===== src/rtl/pika_pkg.sv =====
// Shared definitions for the pika game blocks: state and side encodings, default
// playfield geometry and small score helpers.
package pika_pkg;

    typedef enum logic [1:0] {
        ST_START = 2'd0,
        ST_WAIT  = 2'd1,
        ST_PLAY  = 2'd2,
        ST_END   = 2'd3
    } game_state_e;

    localparam logic SIDE_PLAYER = 1'b0;
    localparam logic SIDE_NPC    = 1'b1;

    localparam int BALL_W   = 30;
    localparam int BALL_H   = 30;
    localparam int NET_X    = 160;
    localparam int NET_W    = 6;
    localparam int GROUND_Y = 220;

    localparam logic [3:0] SCORE_MAX = 4'd15;

    function automatic logic [3:0] sat_inc(input logic [3:0] v);
        return (v == SCORE_MAX) ? v : v + 4'd1;
    endfunction

    // True when the winner is at least two points ahead.
    function automatic logic leads_by_two(input logic [3:0] win_s, input logic [3:0] lose_s);
        return ({1'b0, win_s} >= ({1'b0, lose_s} + 5'd2));
    endfunction

endpackage


===== src/rtl/rise_detect.sv =====
// Rising-edge detector with a registered history bit; the history resets high so a
// level already asserted when reset releases does not produce an edge.
module rise_detect #(
    parameter logic RESET_VAL = 1'b1
) (
    input  logic clk,
    input  logic reset_n,
    input  logic sig_i,
    output logic rise_o
);

    logic prev_q;

    always_ff @(posedge clk or negedge reset_n) begin
        if (!reset_n) begin
            prev_q <= RESET_VAL;
        end else begin
            prev_q <= sig_i;
        end
    end

    assign rise_o = sig_i & ~prev_q;

endmodule


===== src/rtl/game_referee.sv =====
// Match referee: detects ball landings, awards points, sequences the serve delay and
// ends the match. Build option PIKA_WIN_BY_TWO_EN requires a two-point lead to win.
module game_referee
    import pika_pkg::game_state_e, pika_pkg::ST_START, pika_pkg::ST_WAIT,
           pika_pkg::ST_PLAY, pika_pkg::ST_END, pika_pkg::SIDE_PLAYER,
           pika_pkg::SIDE_NPC, pika_pkg::SCORE_MAX, pika_pkg::sat_inc,
           pika_pkg::leads_by_two;
#(
    parameter int BALL_H      = pika_pkg::BALL_H,
    parameter int BALL_W      = pika_pkg::BALL_W,
    parameter int GROUND_Y    = pika_pkg::GROUND_Y,
    parameter int NET_X       = pika_pkg::NET_X,
    parameter int NET_W       = pika_pkg::NET_W,
    parameter int WIN_SCORE   = 5,
    parameter int SERVE_DELAY = 50000000
) (
    input  logic        clk,
    input  logic        reset_n,
    input  logic        btn_start,
    input  logic [11:0] Ball_X,
    input  logic [11:0] Ball_Y,
    output logic [1:0]  game_state,
    output logic        who_win,
    output logic [3:0]  score_player,
    output logic [3:0]  score_npc,
    output logic        point_pulse
);

    localparam int CNT_W = (SERVE_DELAY > 1) ? $clog2(SERVE_DELAY) : 1;
    localparam logic [CNT_W-1:0] CNT_LAST = CNT_W'(SERVE_DELAY - 1);
    localparam logic [3:0] WIN_S = 4'(WIN_SCORE);

    game_state_e      state_q;
    logic             who_q;
    logic [3:0]       score_player_q;
    logic [3:0]       score_npc_q;
    logic             pulse_q;
    logic [CNT_W-1:0] cnt_q;

    logic       start_rise;
    logic       land;
    logic       left_side;
    logic       point_side;
    logic [3:0] win_new;
    logic [3:0] lose_cur;
    logic       match_over;

    rise_detect #(
        .RESET_VAL (1'b1)
    ) u_start_rise (
        .clk     (clk),
        .reset_n (reset_n),
        .sig_i   (btn_start),
        .rise_o  (start_rise)
    );

    // 13-bit sums so a ball near the 12-bit limit cannot wrap back above the line.
    assign land      = ({1'b0, Ball_Y} + 13'(BALL_H)) >= 13'(GROUND_Y);
    assign left_side = ({1'b0, Ball_X} + 13'(BALL_W / 2)) < 13'(NET_X + NET_W / 2);

    // A ball landing on the NPC (left) half is the player's point.
    assign point_side = left_side ? SIDE_PLAYER : SIDE_NPC;
    assign win_new    = left_side ? sat_inc(score_player_q) : sat_inc(score_npc_q);
    assign lose_cur   = left_side ? score_npc_q : score_player_q;

`ifdef PIKA_WIN_BY_TWO_EN
    assign match_over = (win_new == SCORE_MAX) ||
                        ((win_new >= WIN_S) && leads_by_two(win_new, lose_cur));
`else
    assign match_over = (win_new == WIN_S);
`endif

    always_ff @(posedge clk or negedge reset_n) begin
        if (!reset_n) begin
            state_q        <= ST_START;
            who_q          <= SIDE_PLAYER;
            score_player_q <= '0;
            score_npc_q    <= '0;
            pulse_q        <= 1'b0;
            cnt_q          <= '0;
        end else begin
            pulse_q <= 1'b0;
            unique case (state_q)
                ST_START: begin
                    if (start_rise) begin
                        state_q <= ST_WAIT;
                        cnt_q   <= '0;
                    end
                end
                ST_WAIT: begin
                    if (cnt_q == CNT_LAST) begin
                        state_q <= ST_PLAY;
                        cnt_q   <= '0;
                    end else begin
                        cnt_q <= cnt_q + CNT_W'(1);
                    end
                end
                ST_PLAY: begin
                    // Leaving PLAY on the same edge limits a grounded ball to one point.
                    if (land) begin
                        pulse_q <= 1'b1;
                        who_q   <= point_side;
                        if (left_side) begin
                            score_player_q <= win_new;
                        end else begin
                            score_npc_q <= win_new;
                        end
                        state_q <= match_over ? ST_END : ST_WAIT;
                        cnt_q   <= '0;
                    end
                end
                ST_END: begin
                    // who_q is kept so the previous winner serves the new match.
                    if (start_rise) begin
                        score_player_q <= '0;
                        score_npc_q    <= '0;
                        state_q        <= ST_WAIT;
                        cnt_q          <= '0;
                    end
                end
                default: state_q <= ST_START;
            endcase
        end
    end

    assign game_state   = state_q;
    assign who_win      = who_q;
    assign score_player = score_player_q;
    assign score_npc    = score_npc_q;
    assign point_pulse  = pulse_q;

endmodule


===== config.mk =====
export PLATFORM = sky130hd
export DESIGN_NAME = game_referee
export DESIGN_NICKNAME = d
export VERILOG_FILES = /design/src/rtl/pika_pkg.sv /design/src/rtl/rise_detect.sv /design/src/rtl/game_referee.sv
export SDC_FILE = /design/constraint.sdc
export NUM_CORES = 1
export LEC_CHECK = 0
export CAP_MARGIN = 15
export CELL_PAD_IN_SITES_DETAIL_PLACEMENT = 0
export CELL_PAD_IN_SITES_GLOBAL_PLACEMENT = 1
export CORE_UTILIZATION = 41
export CTS_CLUSTER_SIZE = 14
export DETAILED_ROUTE_END_ITERATION = 16
export GPL_TIMING_DRIVEN = 0
export PLACE_DENSITY_LB_ADDON = 0.1
export SKIP_CTS_REPAIR_TIMING = 1
export SLEW_MARGIN = 20
export SYNTH_ARGS = -nofsm -noshare
export SYNTH_HDL_FRONTEND = slang
export SYNTH_HIERARCHICAL = 1
export SYNTH_SLANG_ARGS = --single-unit

===== constraint.sdc =====
create_clock -name clk -period 6.27 [get_ports clk]
set_clock_uncertainty 0.2 [all_clocks]
set_input_delay 1.254 -clock clk [delete_from_list [all_inputs] [get_ports clk]]
set_output_delay 1.254 -clock clk [all_outputs]
set_load 0.05 [all_outputs]

Word level (Yosys, flattened, before mapping)
Index checks and enable logic that the tools add are counted.
Widths: inputs -> output; s select.
Operators by class
  add/sub/neg operators: 5
  $mul: 0
  divide/modulo/power cells: 0
  $lt $le $gt $ge: 2
  equal/unequal tests: 13
  shift operators: 0
  multiplexer cells: 22
  bitwise operators: 2
  reductions and logical operators: 8
Operator list (count)
  $mux 26: 3
  $pmux 26 s3: 1
  $mux 4: 8
  $add 26x1->26 const B: 1
  $eq 26x26->1 const B: 1
  $pmux 4 s2: 2
  $add 12x4->13 const B: 1
  $add 12x5->13 const B: 1
  $ge 13x8->1 const B: 1
  $lt 13x8->1 const B: 1
  $ne 2x2->1 const B: 5
  $add 4x1->4 const B: 2
  $eq 4x4->1 const B: 2
  $mux 2: 4
  $reduce_and 4->1: 2
  $pmux 2 s3: 1
  $eq 2x2->1 const B: 2
  $eq 4x3->1 const B: 1
  $reduce_and 2->1: 2
  $mux 1: 3
  $reduce_and 3->1: 1
  $eq 2x1->1 const B: 1
  $logic_not 2->1: 1
  $ne 2x1->1 const B: 1
  4 further kinds: 4
Storage, ports and cells
  register bits: 39
  bits in latches: 0
  bits in writable memories: 0
  ROM bits: 0
  input port bits: 27
  output and inout bits: 12
  word-level logic and storage cells: 59
  memories: 0

Longest topological paths before layout
Gate-level depths: netlist of run 1.
  word-level depth: 7
  mapped depth: 10
  gate-level depth less buffers: 8

Modules after synthesis
Netlist of run 1, hierarchy kept.
Modules (own cells, without submodules)
  game_referee: instances 1, cells an instance 283, area an instance 2542.4 µm², seq. area each 950.9 µm²
  rise_detect: instances 1, cells an instance 2, area an instance 40.0 µm², seq. area each 26.3 µm²

Worst setup path after synthesis of run 1
OpenSTA, ideal clock, no wires.
  path type: input port to flip-flop
  start point: input Ball_Y[1]
  end point: register cnt_q[12]
  setup time: 0.095 ns
  data arrival time: 3.114 ns
  data required time: 5.975 ns
  setup slack: 2.860 ns
  stages: 8
  buffers on the path: 2
  cells stage by stage: or3_1 > a211o_1 > a311o_1 > a22o_1 > or2_1 > buf_6 > buf_6 > o31ai_1
Between the ends
  cells in the longest elaborated chain, start to end: 4
Ends and longest elaborated chain
  start, declared: RTL line game_referee.sv:21  | input logic [11:0] Ball_Y,
  $add 12x5->13: RTL line game_referee.sv:58  | assign land = ({1'b0, Ball_Y} + 13'(BALL_H)) >= 13'(GROUND_Y);
  $ge 13x8->1: RTL line game_referee.sv:58
  $ne 2x2->1 (no line)
  $reduce_and 2->1 (no line)
  end signal, assigned: RTL line game_referee.sv:95  | cnt_q <= cnt_q + CNT_W'(1);
  end, declared: RTL line game_referee.sv:38  | logic [CNT_W-1:0] cnt_q;
Every way passes these cells.
A chain may end at the register's enable or synchronous reset.

Final worst setup path of run 1
  start point: input Ball_Y[1]
  end point: register cnt_q[9]
Same word-level chain as after synthesis.

==> impl_metrics.json, run 1 <==
{
  "peakVddDrop_mv": 0.259,
  "synth.largest_area_cell": "dfrtp_1",
  "total_power_w": 0.00103,
  "synth.top_cell.area_share_pct": 36.8,
  "synth.ff_latch_count": 39,
  "number_of_warnings_reported_in_the_yosys_synthesis_log": 6,
  "place.detailed.hpwl_um": 4560,
  "area.growth.synth_to_final_pct": 22.2,
  "fill_cells": 573,
  "required_ns": 6.25,
  "final_wirelength_um": 6230,
  "overflow": 0,
  "grt_antenna_before_repair": 0,
  "floorplan.initialDensity_pct": 43.1,
  "ioPinCount": 39,
  "max_cap_violations": 0,
  "firstDrtPassIters": 4,
  "mapped_cells": 285,
  "postSynth.topFlopCell": "dfrtp_1",
  "synth_area_per_cell_um2": 9.06,
  "rr_endpoint": "cnt_q[9]",
  "cts.clk_slew.worst_paths_ns": 0.08,
  "synthDistinctLibCells": 52,
  "critical_path_class": "in -> reg",
  "start_kind": "primary input",
  "antenna-diode-count": 0,
  "status": "completed",
  "setup.worst_path.start": "Ball_Y[1]",
  "r2r_cells": 10,
  "rows": 28,
  "fin_setup_tns_ns": 0,
  "timing.critical_path.fanout_max": 10,
  "finalCriticalPeriod_ns": 4.03,
  "clock_latency_late_sink_ns": 0.29,
  "wire_length_of_the_first_global_routing_pass_um": 10300,
  "final_setup_violations": 0,
  "cts-buffers-inserted": 5,
  "leakagePower_nw": 1.28,
  "die-area_um2": 6620,
  "grt_setup_unrepaired": "no",
  "htreeDepth": 2,
  "regToRegSetupSlack_ns": 3.28,
  "nNetsFinal": 366,
  "clock_tree.root_cell": "clkbuf_8",
  "die_h_um": 81.4,
  "timing.critical_path.to_type": "flip-flop",
  "synth_enable_flop_cells": 0,
  "fmax_ghz": 0.248,
  "grt_max_degree": 22,
  "yosysSeqAreaShare_pct": 37.8,
  "cts_tree": "built",
  "detailroute.via_count": 2421,
  "synth_top_cells_by_count": "dfrtp_1, o21ai_0, nand3_1, o31ai_1, nand2_1",
  "yosys.cell_count.top_type": "dfrtp_1",
  "slew-limit-headroom_pct": 31.7,
  "synthesis.nets": 321,
  "hold_viol": 0,
  "ff_to_ff_start": "game_state[0]",
  "final_antenna_net_count": 0,
  "port-buffer-count": 37,
  "worstMarginPinSlew_ns": 1.02,
  "core_region_area_um2": 5990,
  "floorplan.die.width_um": 81.4,
  "post_drt_via_cell_ratio": 5.98,
  "cts.sink_count": 39,
  "timing.critical_path.to": "cnt_q[9]",
  "grt_use_total_pct": 20.5,
  "clock_tree.buffer_depth": 2,
  "first_iter_violations": 106,
  "power-per-cell-area_nw_per_um2": 325,
  "cp.arrival_ns": 4.01,
  "async_reset_ff_share_pct": 100,
  "post_route_cells_drive_above_1_share_pct": 5.15,
  "path_category_of_the_worst_min_delay_check": "reg -> reg",
  "maxSlewViolCount": 0,
  "avgRoutedWirePerCell_um": 15.4,
  "synth_area_leaders": "dfrtp_1, o21ai_0, o31ai_1, ha_1, nand3_1",
  "globalplace.congestion": 0.739,
  "detail_route.drc_violations": 0,
  "fin_crit_sh_pct": 64.3,
  "first_global_vias": 2143,
  "cell_area_after_synthesis_um2": 2580
}
## worst max-delay path, cell delays in order
cell             delay (ns)
clkdlybuf4s50_1        0.49
inv_1                  0.09
ha_1                   0.18
nand2b_1               0.09
o41ai_1                0.40
and3_1                 0.26
a22o_1                 0.20
clkbuf_1               0.35
clkbuf_1               0.43
o21ai_0                0.16
o41ai_1                0.08
## sequential cells by signal (all words and copies together), names as in the netlist
signal and cells:
cnt_q 26, score_npc 4, score_player 4, game_state 2, point_pulse 1, u_start_rise/prev_q 1, who_win 1
## how the worst min path moves through the flow
stage / from / to / depth (start not counted)
3_5_place_dp: cnt_q[21] / cnt_q[21] / 1
2_1_floorplan: cnt_q[15] / cnt_q[15] / 1
3_3_place_gp: cnt_q[25] / cnt_q[25] / 1
6_report: cnt_q[25] / cnt_q[25] / 1
4_1_cts: cnt_q[21] / cnt_q[21] / 1
5_1_grt: cnt_q[21] / cnt_q[21] / 1
## through the flow
| step | std cells | area (um^2) | worst slack [ns] | utilization, % | hold WS, ns |
|---|---|---|---|---|---|
| after floorplan | 285 | 2580 | 2.86 | - | 0.237 |
| final | 405 | 3160 | 2.24 | 52.7 | 0.291 |
| after global placement | 397 | 3050 | 1.91 | 50.9 | 0.270 |
| after detailed placement | 398 | 3070 | 1.93 | 51.2 | 0.274 |
| after global routing | 405 | 3160 | 1.91 | 52.7 | 0.310 |
| after CTS | 405 | 3160 | 2.22 | 52.7 | 0.288 |
## cell usage in the layout (no fill, tap or decap), types with 3 or more instances in the layout
cell type	n
xor2_1	3
nand3_1	19
and3_1	7
o41ai_1	5
nand3b_1	4
o21ai_1	7
nand2b_1	9
clkbuf_1	6
a21oi_1	9
o2bb2ai_1	6
clkdlybuf4s50_1	36
buf_6	3
nand2_1	14
or4_1	3
o21ai_0	29
a22o_1	3
nor2b_1	3
nor2_1	13
nor3_1	6
ha_1	9
dfrtp_1	38
inv_1	12
and4_1	4
nand4_1	4
a31oi_1	7
clkbuf_8	6
or3_1	5
o31ai_1	17
mux2i_1	7
## power by group
group,total [W],switching [W],internal [W]
logic,0.000527,0.000329,0.000198
clock network,0.000174,0.0000874,0.0000864
registers,0.000326,0.0000413,0.000285
total,0.00103,0.000458,0.000569
## cell families after synthesis
| kind of cell | after synthesis | share of synthesized area, % |
|---|---|---|
| flip-flops | 39 | 37.8 |
| buffers and inverters | 21 | 3.92 |
| AO/OA/AOI/OAI | 101 | 26.7 |
| adder cells (fa/ha/maj) | 9 | 4.36 |
| AND/OR/NAND/NOR | 103 | 22.7 |
| XOR/XNOR | 5 | 1.70 |
| multiplexers | 7 | 2.71 |
## per-layer routing
metal	vias up	wire length (um)	GRT usage, %
met1	1162	3050	27.9
li1	1197	-	-
met5	-	0	0
met4	0	63	6.07
met3	7	308	3.82
met2	55	2800	32.8
## cell type report
type	instances	area (um^2)	share of cell area (%)
Timing Repair Buffer	38	393	12.4
Sequential cell	39	977	31.0
Multi-Input combinational cell	225	1500	47.6
Clock buffer	6	82.6	2.62
Buffer	9	56.3	1.78
Clock inverter	1	5.00	0.159
Inverter	12	45.0	1.43
Tap cell	75	93.8	2.97
Power figures use the tool's default switching activity.
==> run 2, diff against run 1 <==
CORE_UTILIZATION = 37   (was 41)
clock period = 3.5 ns   (was 6.27 ns; I/O delays follow)
==> impl_metrics.json, run 2 (synthesis results as in run 1) <==
{
  "start_kind": "primary input",
  "layoutNonFillerInstCount": 411,
  "die_h_um": 85.5,
  "wire_length_of_the_first_global_routing_pass_um": 11100,
  "cp.arrival_ns": 3.32,
  "r2r_cells": 9,
  "post_drt_via_cell_ratio": 5.81,
  "grt_busiest_layer": "met2",
  "antenna-diode-count": 0,
  "setup.worst_path.start": "Ball_Y[1]",
  "floorplan.initialDensity_pct": 38.2,
  "globalRouteMet3Util_pct": 3.37,
  "clock_latency_late_sink_ns": 0.29,
  "port-buffer-count": 37,
  "peakVddDrop_mv": 0.242,
  "post_route_cells_drive_above_1_share_pct": 6.34,
  "first_iter_violations": 79,
  "timing.critical_path.to": "cnt_q[24]",
  "ioPinCount": 39,
  "dpl.cell_count": 403,
  "worst_slack_ns": 0.171,
  "nNetsFinal": 366,
  "critical_path_class": "in -> reg",
  "cts_tree": "built",
  "first_global_vias": 2249,
  "final_wirelength_um": 6350,
  "finalHoldWorstSlack_ns": 0.119,
  "slew-limit-headroom_pct": 52.3,
  "place_worst_setup_slack_ns": -0.339,
  "rr_endpoint": "cnt_q[9]",
  "worstMarginPinSlew_ns": 0.708,
  "global_route.usage.met1_pct": 26.0,
  "area.growth.synth_to_final_pct": 23.6,
  "timing.critical_path.fanout_max": 10,
  "largest-register": "cnt_q",
  "timing.critical_path.to_type": "flip-flop",
  "seq_area_um2": 977,
  "floorplan.die.width_um": 85.5,
  "cts.clk_slew.worst_paths_ns": 0.09,
  "path_category_of_the_worst_min_delay_check": "in -> async",
  "layout_commonest_cell": "dfrtp_1",
  "clock_tree.root_cell": "clkbuf_8",
  "required_ns": 3.49,
  "core_region_area_um2": 6760,
  "grt_antenna_before_repair": 0,
  "htreeDepth": 2,
  "cts-buffers-inserted": 5,
  "final_setup_violations": 0,
  "fmax_ghz": 0.300,
  "cts.sink_count": 39,
  "detail_route.drc_violations": 0,
  "regToRegSetupSlack_ns": 0.48,
  "power-per-cell-area_nw_per_um2": 608,
  "firstDrtPassIters": 4,
  "fin_crit_sh_pct": 95.1,
  "leakagePower_nw": 1.29,
  "grt_use_total_pct": 18.9,
  "layout_common_cells": "dfrtp_1, clkdlybuf4s50_1, o21ai_0",
  "ff_to_ff_start": "cnt_q[0]",
  "multi_input_comb_area_um2": 1510,
  "max_cap_violations": 0,
  "overflow": 0,
  "place.detailed.hpwl_um": 4630,
  "grt_use_met2_pct": 31.1,
  "fill_cells": 665,
  "largest_reg_flops": 26,
  "rows": 30,
  "finalCriticalPeriod_ns": 3.33,
  "detailroute.via_count": 2387,
  "maxSlewViolCount": 0,
  "die-area_um2": 7320,
  "grt_max_degree": 26,
  "status": "completed",
  "grt_setup_unrepaired": "no",
  "final_antenna_net_count": 0,
  "globalplace.congestion": 0.761,
  "hold_viol": 0,
  "clock_tree.buffer_depth": 2,
  "avgRoutedWirePerCell_um": 15.4
}
## run 2: metrics by stage
step	utilization [%]	area [um^2]	power, W	TNS (ns)
4_1_cts	47.1	3190	0.00195	-0.135
5_1_grt	47.3	3190	0.00208	0
3_5_place_dp	45.4	3070	0.00155	-3.34
2_1_floorplan	-	2580	0.00124	0
3_3_place_gp	45.2	3050	0.00155	-3.56
6_report	47.3	3190	0.00194	0
## run 2: worst min path at each step
stage               slack, ns              end  startpoint  depth (start not counted)
global route             0.14  score_player[3]     reset_n                          1
floorplan                0.20         cnt_q[0]     reset_n                          0
finish                   0.12  score_player[3]     reset_n                          1
detailed placement       0.27        cnt_q[15]   cnt_q[15]                          1
global placement         0.27        cnt_q[15]   cnt_q[15]                          1
CTS                      0.12  score_player[3]     reset_n                          1
## run 2: cell type report
cell class,count,area share (%)
multi-input cells,225,47.3
flip-flops and latches,39,30.6
repair buffers,38,12.1
well taps,80,3.13
clock buffers,6,2.59
plain buffers,9,1.84
inverters,12,1.41
clock inverters,2,1.10
## run 2: routing by layer
metal  vias up  share of wire, %
met5         -                 0
met4         0              0.60
met3         4               3.6
met2        49                47
met1      1136                49
li1       1198                 -
## run 2: critical path, stage by stage
cell	delay (ns)
clkdlybuf4s50_1	0.56
inv_1	0.07
ha_1	0.30
nand3b_1	0.16
a21o_1	0.19
a311o_1	0.32
a22o_1	0.25
or2_1	0.25
buf_6	0.14
buf_6	0.14
o31ai_1	0.25
## run 2: power by group
part	switching (W)	internal [W]
registers	0.0000737	0.000510
clock network	0.000166	0.000231
logic	0.000603	0.000358
total	0.000843	0.00110
==> run 3, diff against run 2 <==
CORE_UTILIZATION = 41   (was 37)
clock period = 4 ns   (was 3.5 ns; I/O delays follow)
==> results of run 3 <==
The final DEF is identical to that of run 1. Status: completed.
Among the figures that moved: setup slack after placement 1.93 ns -> 0.116 ns; setup slack after layout 2.24 ns -> 0.423 ns; hold slack 0.291 ns -> 0.287 ns; register-to-register setup slack 3.28 ns -> 1.01 ns; total power 0.00103 W -> 0.00161 W; worst IR drop on VDD 0.259 mV -> 0.406 mV
